File: src/rtl/pong_message_receiver.sv
// UART receive end of the inter-board pong link: 8N1 bytes -> 4-byte checked frames ->
// decoded ball / miss / new-game / new-game-ack messages held under a pending/ack handshake.
module pong_message_receiver #(
  parameter int CLKS_PER_BIT = 434,
  parameter int TIMEOUT_BITS = 40
) (
  input  logic       clock,
  input  logic       reset,
  input  logic       UART_RXD,
  output logic       UART_CTS,
  output logic       new_message_received,
  input  logic       message_acked,
  output logic [8:0] ball_y_rx,
  output logic [3:0] velocity_x_rx,
  output logic [3:0] velocity_y_rx,
  output logic       ball_message_rx,
  output logic [4:0] my_score_rx,
  output logic [4:0] your_score_rx,
  output logic       you_should_serve_rx,
  output logic       miss_message_rx,
  output logic       you_serve_first_rx,
  output logic       new_game_message_rx,
  output logic       new_game_ack_message_rx,
  output logic       frame_error,
  output logic [7:0] drop_count
);

  localparam int HALF_BIT       = CLKS_PER_BIT / 2;
  localparam int TIMEOUT_CYCLES = TIMEOUT_BITS * CLKS_PER_BIT;
  localparam int CW             = $clog2(CLKS_PER_BIT);
  localparam int TW             = $clog2(TIMEOUT_CYCLES + 1);

  typedef enum logic [1:0] {RX_IDLE, RX_START, RX_DATA, RX_STOP} rx_state_t;
  typedef enum logic [1:0] {P_HUNT, P_B1, P_B2, P_CS} parse_state_t;

  rx_state_t    rx_state;
  parse_state_t parse_state;

  logic          rxd_meta, rxd_sync, rxd_prev;
  logic [CW-1:0] clk_cnt;
  logic [2:0]    bit_idx;
  logic [7:0]    rx_byte;
  logic          byte_valid, byte_err;
  logic [7:0]    hdr, p0, p1;
  logic [TW-1:0] idle_cnt;
  logic          hdr_ok, good_frame;

  // Synchroniser idles high so reset never fabricates a start-bit edge.
  always_ff @(posedge clock) begin
    if (reset) begin
      rxd_meta <= 1'b1;
      rxd_sync <= 1'b1;
      rxd_prev <= 1'b1;
    end else begin
      rxd_meta <= UART_RXD;
      rxd_sync <= rxd_meta;
      rxd_prev <= rxd_sync;
    end
  end

  always_ff @(posedge clock) begin
    if (reset) begin
      rx_state   <= RX_IDLE;
      clk_cnt    <= '0;
      bit_idx    <= '0;
      rx_byte    <= '0;
      byte_valid <= 1'b0;
      byte_err   <= 1'b0;
    end else begin
      byte_valid <= 1'b0;
      byte_err   <= 1'b0;
      case (rx_state)
        RX_IDLE: begin
          clk_cnt <= '0;
          bit_idx <= '0;
          if (rxd_prev && !rxd_sync) rx_state <= RX_START;
        end
        RX_START: begin
          // Mid-start re-sample: a line already back high was only a glitch.
          if (clk_cnt == CW'(HALF_BIT - 1)) begin
            clk_cnt  <= '0;
            rx_state <= rxd_sync ? RX_IDLE : RX_DATA;
          end else begin
            clk_cnt <= clk_cnt + 1'b1;
          end
        end
        RX_DATA: begin
          if (clk_cnt == CW'(CLKS_PER_BIT - 1)) begin
            clk_cnt <= '0;
            rx_byte <= {rxd_sync, rx_byte[7:1]};
            bit_idx <= bit_idx + 1'b1;
            if (bit_idx == 3'd7) rx_state <= RX_STOP;
          end else begin
            clk_cnt <= clk_cnt + 1'b1;
          end
        end
        RX_STOP: begin
          if (clk_cnt == CW'(CLKS_PER_BIT - 1)) begin
            clk_cnt    <= '0;
            rx_state   <= RX_IDLE;
            byte_valid <= rxd_sync;
            byte_err   <= !rxd_sync;
          end else begin
            clk_cnt <= clk_cnt + 1'b1;
          end
        end
        default: rx_state <= RX_IDLE;
      endcase
    end
  end

  assign hdr_ok     = (rx_byte[7:4] == 4'hA) && !rx_byte[1];
  assign good_frame = byte_valid && (parse_state == P_CS) && ((hdr ^ p0 ^ p1) == rx_byte);

  always_ff @(posedge clock) begin
    if (reset) begin
      parse_state <= P_HUNT;
      hdr         <= '0;
      p0          <= '0;
      p1          <= '0;
      idle_cnt    <= '0;
      frame_error <= 1'b0;
    end else begin
      frame_error <= 1'b0;
      if (byte_err) begin
        parse_state <= P_HUNT;
        idle_cnt    <= '0;
        frame_error <= 1'b1;
      end else if (byte_valid) begin
        idle_cnt <= '0;
        case (parse_state)
          P_HUNT: begin
            if (hdr_ok) begin
              hdr         <= rx_byte;
              parse_state <= P_B1;
            end else begin
              frame_error <= 1'b1;
            end
          end
          P_B1: begin
            p0          <= rx_byte;
            parse_state <= P_B2;
          end
          P_B2: begin
            p1          <= rx_byte;
            parse_state <= P_CS;
          end
          default: begin
            parse_state <= P_HUNT;
            if (!good_frame) frame_error <= 1'b1;
          end
        endcase
      end else if (parse_state != P_HUNT) begin
        // A stalled partial frame is abandoned so the next header can resync.
        if (idle_cnt == TW'(TIMEOUT_CYCLES - 1)) begin
          parse_state <= P_HUNT;
          idle_cnt    <= '0;
          frame_error <= 1'b1;
        end else begin
          idle_cnt <= idle_cnt + 1'b1;
        end
      end else begin
        idle_cnt <= '0;
      end
    end
  end

  // Handshake: new_message_received is "valid", message_acked is "ready"; a message transfers
  // on any edge where both are high. Payload is frozen while valid is high, and a frame that
  // completes on the transfer edge is loaded in its place, keeping valid asserted.
  always_ff @(posedge clock) begin
    if (reset) begin
      new_message_received    <= 1'b0;
      ball_y_rx               <= '0;
      velocity_x_rx           <= '0;
      velocity_y_rx           <= '0;
      ball_message_rx         <= 1'b0;
      my_score_rx             <= '0;
      your_score_rx           <= '0;
      you_should_serve_rx     <= 1'b0;
      miss_message_rx         <= 1'b0;
      you_serve_first_rx      <= 1'b0;
      new_game_message_rx     <= 1'b0;
      new_game_ack_message_rx <= 1'b0;
      drop_count              <= '0;
    end else if (good_frame && (!new_message_received || message_acked)) begin
      new_message_received    <= 1'b1;
      ball_y_rx               <= '0;
      velocity_x_rx           <= '0;
      velocity_y_rx           <= '0;
      ball_message_rx         <= 1'b0;
      my_score_rx             <= '0;
      your_score_rx           <= '0;
      you_should_serve_rx     <= 1'b0;
      miss_message_rx         <= 1'b0;
      you_serve_first_rx      <= 1'b0;
      new_game_message_rx     <= 1'b0;
      new_game_ack_message_rx <= 1'b0;
      case (hdr[3:2])
        2'b00: begin
          ball_message_rx <= 1'b1;
          ball_y_rx       <= {hdr[0], p0};
          velocity_x_rx   <= p1[7:4];
          velocity_y_rx   <= p1[3:0];
        end
        2'b01: begin
          miss_message_rx     <= 1'b1;
          my_score_rx         <= p0[7:3];
          your_score_rx       <= {p0[2:0], p1[7:6]};
          you_should_serve_rx <= p1[5];
        end
        2'b10: begin
          new_game_message_rx <= 1'b1;
          you_serve_first_rx  <= p0[0];
        end
        default: new_game_ack_message_rx <= 1'b1;
      endcase
    end else if (good_frame) begin
      if (drop_count != 8'hFF) drop_count <= drop_count + 1'b1;
    end else if (new_message_received && message_acked) begin
      new_message_received    <= 1'b0;
      ball_message_rx         <= 1'b0;
      miss_message_rx         <= 1'b0;
      new_game_message_rx     <= 1'b0;
      new_game_ack_message_rx <= 1'b0;
    end
  end

  assign UART_CTS = new_message_received;

endmodule
File: config.mk
export PLATFORM = sky130hd
export DESIGN_NAME = pong_message_receiver
export DESIGN_NICKNAME = d
export VERILOG_FILES = /design/src/rtl/pong_message_receiver.sv
export SDC_FILE = /design/constraint.sdc
export NUM_CORES = 1
export LEC_CHECK = 0
export CAP_MARGIN = 20
export CORE_UTILIZATION = 40
export DETAILED_ROUTE_END_ITERATION = 7
export SLEW_MARGIN = 20
export SYNTH_ARGS = -nofsm -noshare
export SYNTH_HDL_FRONTEND = slang
export SYNTH_SLANG_ARGS = --single-unit
File: constraint.sdc
create_clock -name clock -period 2.8 [get_ports clock]
set_input_delay 0.84 -clock clock [delete_from_list [all_inputs] [get_ports clock]]
set_output_delay 0.84 -clock clock [all_outputs]
set_load 0.1 [all_outputs]
# Word-level counts from Yosys, hierarchy flattened
# Index checks and enable logic that the tools add are counted.
[word_totals]
ff_bits = 111
out_inout_bits = 44
word_cells = 136
[classes]
add_sub_neg = 4
eq_ne = 22
mux = 42
bitwise = 7
reduce_logical = 33
[ops]
columns = ["operator", "count"]
rows = [
  ["$mux W9", 3],
  ["$pmux W9 S3", 1],
  ["$mux W2", 10],
  ["$mux W1", 19],
  ["$xor A8 B8 Y8", 2],
  ["$add A15 B1 Y15 const B", 1],
  ["$eq A15 B15 Y1 const B", 1],
  ["$reduce_and A3 Y1", 4],
  ["$eq A2 B2 Y1 const B", 5],
  ["$mux W5", 2],
  ["$ne A2 B2 Y1 const B", 5],
  ["$reduce_bool A2 Y1", 5],
  ["$add A9 B1 Y9 const B", 1],
  ["$eq A9 B8 Y1 const B", 1],
  ["$eq A9 B9 Y1 const B", 1],
  ["$add A8 B1 Y8 const B", 1],
  ["$eq A8 B8 Y1", 1],
  ["$mux W4", 2],
  ["$ne A8 B8 Y1 const B", 1],
  ["$pmux W2 S4", 1],
  ["$eq A2 B1 Y1 const B", 3],
  ["$logic_and A1 B1 Y1", 6],
  ["$logic_not A2 Y1", 3],
  ["$pmux W2 S3", 1],
  ["17 further kinds", 28],
]

# Logic depth before layout (Yosys ltp)
[depth]
ltp_word = 8
depth_mapped = 9
ltp_nobuf = 8

# Least setup slack after synthesis
# Ideal clock, no wire load.
[synth_path]
kind = "register to output"
from = "register new_message_received (netlist: UART_CTS)"
to = "output new_message_received"
t_arrival_ps = 1444
t_required_ps = 1960
path_slack_ps = 516
path_stages_with_launch = 2
path_cell_list = "dfxtp_1 buf_4"
[synth_lines]
columns = ["element", "line_no", "rtl"]
rows = [
  ["start, declared", "11", "output logic new_message_received,"],
  ["start signal, assigned", "173", "new_message_received <= 1'b0;"],
  ["start signal, assigned", "187", "new_message_received <= 1'b1;"],
  ["start signal, assigned", "221", "new_message_received <= 1'b0;"],
]
# No word-level cell between the ends.

# Final worst setup path
[layout_path]
from = "input message_acked"
to = "register drop_count[6]"
[layout_via]
elab_chain_cells = 4
[layout_rtl]
columns = ["element", "line_no", "rtl"]
rows = [
  ["start, declared", "12", "input logic message_acked,"],
  ["$logic_or A1 B1 Y1", "186", "end else if (good_frame && (!new_message_received || message_acked)) begin"],
  ["$logic_and A1 B1 Y1", "186", ""],
  ["$not A1 Y1 (no line)", "n/a", ""],
  ["$reduce_and A3 Y1 (no line)", "n/a", ""],
  ["end signal, assigned", "219", "if (drop_count != 8'hFF) drop_count <= drop_count + 1'b1;"],
  ["end, declared", "25", "output logic [7:0] drop_count"],
]
# No other way between the ends.
# A chain may end at the register's enable or synchronous reset.

==> run summary <==
The final period demand of the worst path is 2.39 ns. Of the available clock period, the critical path in the final layout requires 85.5%. The startpoint-to-endpoint class of the critical path is input pin to register. The count of fill cells added during filler insertion is 1,096. The run finished with clean final reports.

Buffers inserted to repair hold after CTS numbered 0. The worst setup path is launched from an input pin. The switching part of the total power is 19.9%.

Together, buffers and inverters on the worst path number 1. Traced cell by cell, the critical path runs through clkdlybuf4s50_1 -> nand2b_1 -> nor2_1 -> nand4_2 -> or4_1 -> a21oi_1. The net count of the mapped netlist is 559. The die footprint is 12,300 um2.

Data on the critical path is required at its endpoint by 3.07 ns. After detailed routing, the total wire length is 10.2 mm. The die extent in y came out at 111 um. In this run the static leakage power is 1.99 nW. The largest net degree at the start of global routing is 63.

For this run, the post-layout net count is 593. The flip-flop and latch count after synthesis came out at 111. The power per standard cell area came out at 547 nW/um2.

The worst relative slew slack is 47.4%. Of the total power, the clock network draws 46.1%. The worst voltage drop across the vdd grid came out at 0.371 mV. The insertion delay of the later-clocked pin in the worst-skew pair came out at 0.34 ns. The most common cell after layout, fill and taps aside is dfxtp_1. For this run, design rule violations remaining after detail routing come to 0.

Setup repair after global routing left no endpoint under its margin. In this run, synthesis inferred 0 flip-flops with an integrated enable. The cell area that synthesis handed to floorplanning was 4730 um2. The start point of the critical path is message_acked. The antenna diode instance count is 0. The aggregate global-route resource usage came out at 17.2%. The number of setup buffers added after CTS is 0. The number of distinct library cells after synthesis came out at 46. The top achievable clock speed came out at 418 MHz. The share of post-route cells with drive strength above 1 is 13.2%. Hold is met by 0.421 ns. The biggest cell delay along the critical path came out at 0.51 ns.

The cell count after synthesis came out at 543. The detailed placer's ending HPWL came out at 6.87 mm. In the synthesized netlist the async set-or-reset flop fraction comes to 0%. The gate family responsible for the most delay along the worst path is simple AND/OR/NAND/NOR gates.

The max-slew violation count came out at 0. The area of the core is 11,500 um2. The worst register-to-register path ends at drop_count[6]. The register-to-register path setup slack came out at 0.43 ns. The actual transition at the worst max-transition pin came out at 0.787 ns. The level count of the clock H-tree came out at 3. In the layout the commonest cells are 111 x dfxtp_1, 68 x nand2_1, 51 x buf_4, 44 x nor2_1, 37 x a21oi_1. The cell count of the worst reg-to-reg path is 6.

The x dimension of the die came out at 111 um. The number of global-route vias before repair is 3,516. Sequential elements use 46.9% of the synthesized area. The total number of clock tree sinks came out at 111. The number of DRC markers after the initial detailed-route iteration came out at 229. Port buffering added 47 buffers. The proportion of power drawn by flip-flops and latches came out at 52.3%. The initial utilization of the core area, before any placement, comes to 41.3%. The floorplan has 39 rows. The root cell of the clock tree is clkbuf_16.

The startpoint identified for the worst register-to-register timing path is hdr[2]. The number of top-level pins is 48. The via count normalized by instance count is 5.23. Once detail routing completed, the nets flagged for antenna violations numbered 0. Post-CTS repair changed the size of 0 cells. The first-pass GRT wire length came out at 17.2 mm. The mean routed wirelength per cell came out at 14.1 um. The number of endpoints failing setup at the final stage came out at 0.

After clock tree synthesis, the clock-pin slew on the worst setup and hold paths is 0.07 ns. The worst setup path is captured at a register. The share of total power dissipated in combinational logic is 1.6%. The type of the most critical hold path is register to register.

Among all flip-flop cells after synthesis, the most frequent one is dfxtp_1. The area growth from synthesis to layout is 17.3%. The final-layout setup total negative slack came out at 0 ns.

The number of antenna violations at the first check in global routing came out at 0. Of all nets on the critical path, the largest fanout is 14. For this design, the slowest cell found on the critical path is or4_1. The buffer depth of the longest clock path is 2. The path with the worst hold slack has its endpoint at rxd_sync. The hold violation total from the final report is 0. The total grt overflow is 0.

The instance count along the most critical hold path is 1. Max-cap violations in this run came to 0. The final weighted congestion in routability-driven placement is 0.780.

Data on the critical path arrives at its endpoint at 2.66 ns. The internal power of the cells came out at 2.43 mW. The count of synthesis-stage warnings from yosys came out at 0. The worst-case clock skew came out at 0.00738 ns. Summed over all nets, the switching power comes to 602 uW. The mean cell area of the mapped netlist came out at 8.72 um2. The clock buffer count from CTS is 9. Before antenna repair, the detailed router went through 4 iterations.

TritonCTS built the clock tree. The total via count after detailed routing is 3,791. In this run the most critical hold path is launched from rxd_meta.
-- worst register-to-register path: cells and delay by family, from the launching register on --
kind	cells	cell delay [ns]
flops	1	0.51
xor+xnor	2	0.36
simple gates	3	1.24
compound gates	1	0.17
-- metal layers --
layer | part of all wire [%] | track usage, %
met1 | 50 | 22.9
met2 | 46 | 26.9
met3 | 2.7 | 3.50
met4 | 1.5 | 7.47
met5 | 0 | 0
-- layout make-up --
class,instances,area (um2),area share (%)
Clock buffer,11,253,4.55
Clock inverter,5,78.8,1.42
Inverter,11,41.3,0.744
Multi-Input combinational cell,389,2350,42.3
Sequential cell,111,2220,40.0
Tap cell,143,179,3.22
Timing Repair Buffer,55,428,7.71
-- power groups by stage --
| stage | Sequential, mW | Clock [mW] | Combinational (mW) |
|---|---|---|---|
| final | 1.59 | 1.40 | 0.0479 |
| after global routing | 1.59 | 1.50 | 0.0530 |
| after CTS | 1.59 | 1.44 | 0.0480 |
| after detailed placement | 1.62 | 0 | 0.0480 |
| after global placement | 1.62 | 0 | 0.0473 |
| after floorplan | 1.62 | 0 | 0.0386 |
-- state kept, by name, summed over array words and instances, names as in the netlist, 3 cells and up, named ones only --
| name | cells |
|---|---|
| velocity_x_rx | 4 |
| ball_y_rx | 9 |
| hdr | 8 |
| p0 | 8 |
| rx_byte | 8 |
| p1 | 8 |
| my_score_rx | 5 |
| drop_count | 8 |
| idle_cnt | 15 |
| your_score_rx | 5 |
| velocity_y_rx | 4 |
| clk_cnt | 9 |
| bit_idx | 3 |
-- cell families (layout without fill, tap and decap cells) --
family | Yosys count | after routing | synth area share (%)
muxes | 5 | 5 | 1.08
buffers and inverters | 43 | 82 | 3.65
xor gates and xnor gates | 45 | 45 | 8.33
AOI/OAI and AO/OA | 100 | 100 | 11.7
DFF | 111 | 111 | 46.9
adders and majority gates | 12 | 12 | 3.17
and+or+nand+nor | 227 | 227 | 25.1
-- metrics by stage --
stage | utilization, % | power [mW] | cells | area [um2] | setup WS (ns)
after detailed placement | 45.5 | 1.67 | 709 | 5220 | 0.104
after floorplan | - | 1.66 | 543 | 4730 | 0.516
after CTS | 48.4 | 3.07 | 725 | 5550 | 0.447
after global placement | 45.5 | 1.67 | 709 | 5210 | 0.147
final | 48.4 | 3.03 | 725 | 5550 | 0.406
after global routing | 48.4 | 3.14 | 725 | 5550 | 0.242
-- worst max path at each step --
| stage | cells after the start | endpoint |
|---|---|---|
| floorplan | 1 | new_message_received |
| global placement | 6 | drop_count[6] |
| detailed placement | 6 | drop_count[6] |
| CTS | 6 | drop_count[6] |
| global route | 6 | drop_count[6] |
| finish | 6 | drop_count[6] |
-- synthesized netlist by cell type (2+ instances only) --
cell type / instances / area (um2)
nor2_1: 44 / 165
and4_1: 2 / 17.5
nor4bb_1: 2 / 20.0
or4_1: 2 / 15.0
inv_1: 11 / 41.3
o31ai_1: 3 / 22.5
nand2b_1: 2 / 12.5
a22oi_1: 3 / 22.5
a311oi_1: 2 / 17.5
o21ai_0: 13 / 65.1
nand3_1: 29 / 145
xnor2_1: 25 / 219
a21oi_1: 37 / 185
nand2_1: 68 / 255
mux2i_1: 4 / 40.0
and2_1: 6 / 37.5
or3_1: 4 / 25.0
xor2_1: 20 / 175
nor4b_1: 3 / 26.3
nand4_1: 7 / 43.8
and3_1: 8 / 50.1
ha_1: 12 / 150
o21ai_1: 32 / 160
buf_1: 2 / 7.51
or2_2: 4 / 25.0
nand3b_1: 30 / 225
dfxtp_1: 111 / 2220
o311ai_0: 4 / 35.0
nor3_1: 5 / 25.0
clkbuf_1: 28 / 105
nor3b_1: 2 / 15.0
nor4_1: 4 / 25.0
(Power assumes the default switching activity.)
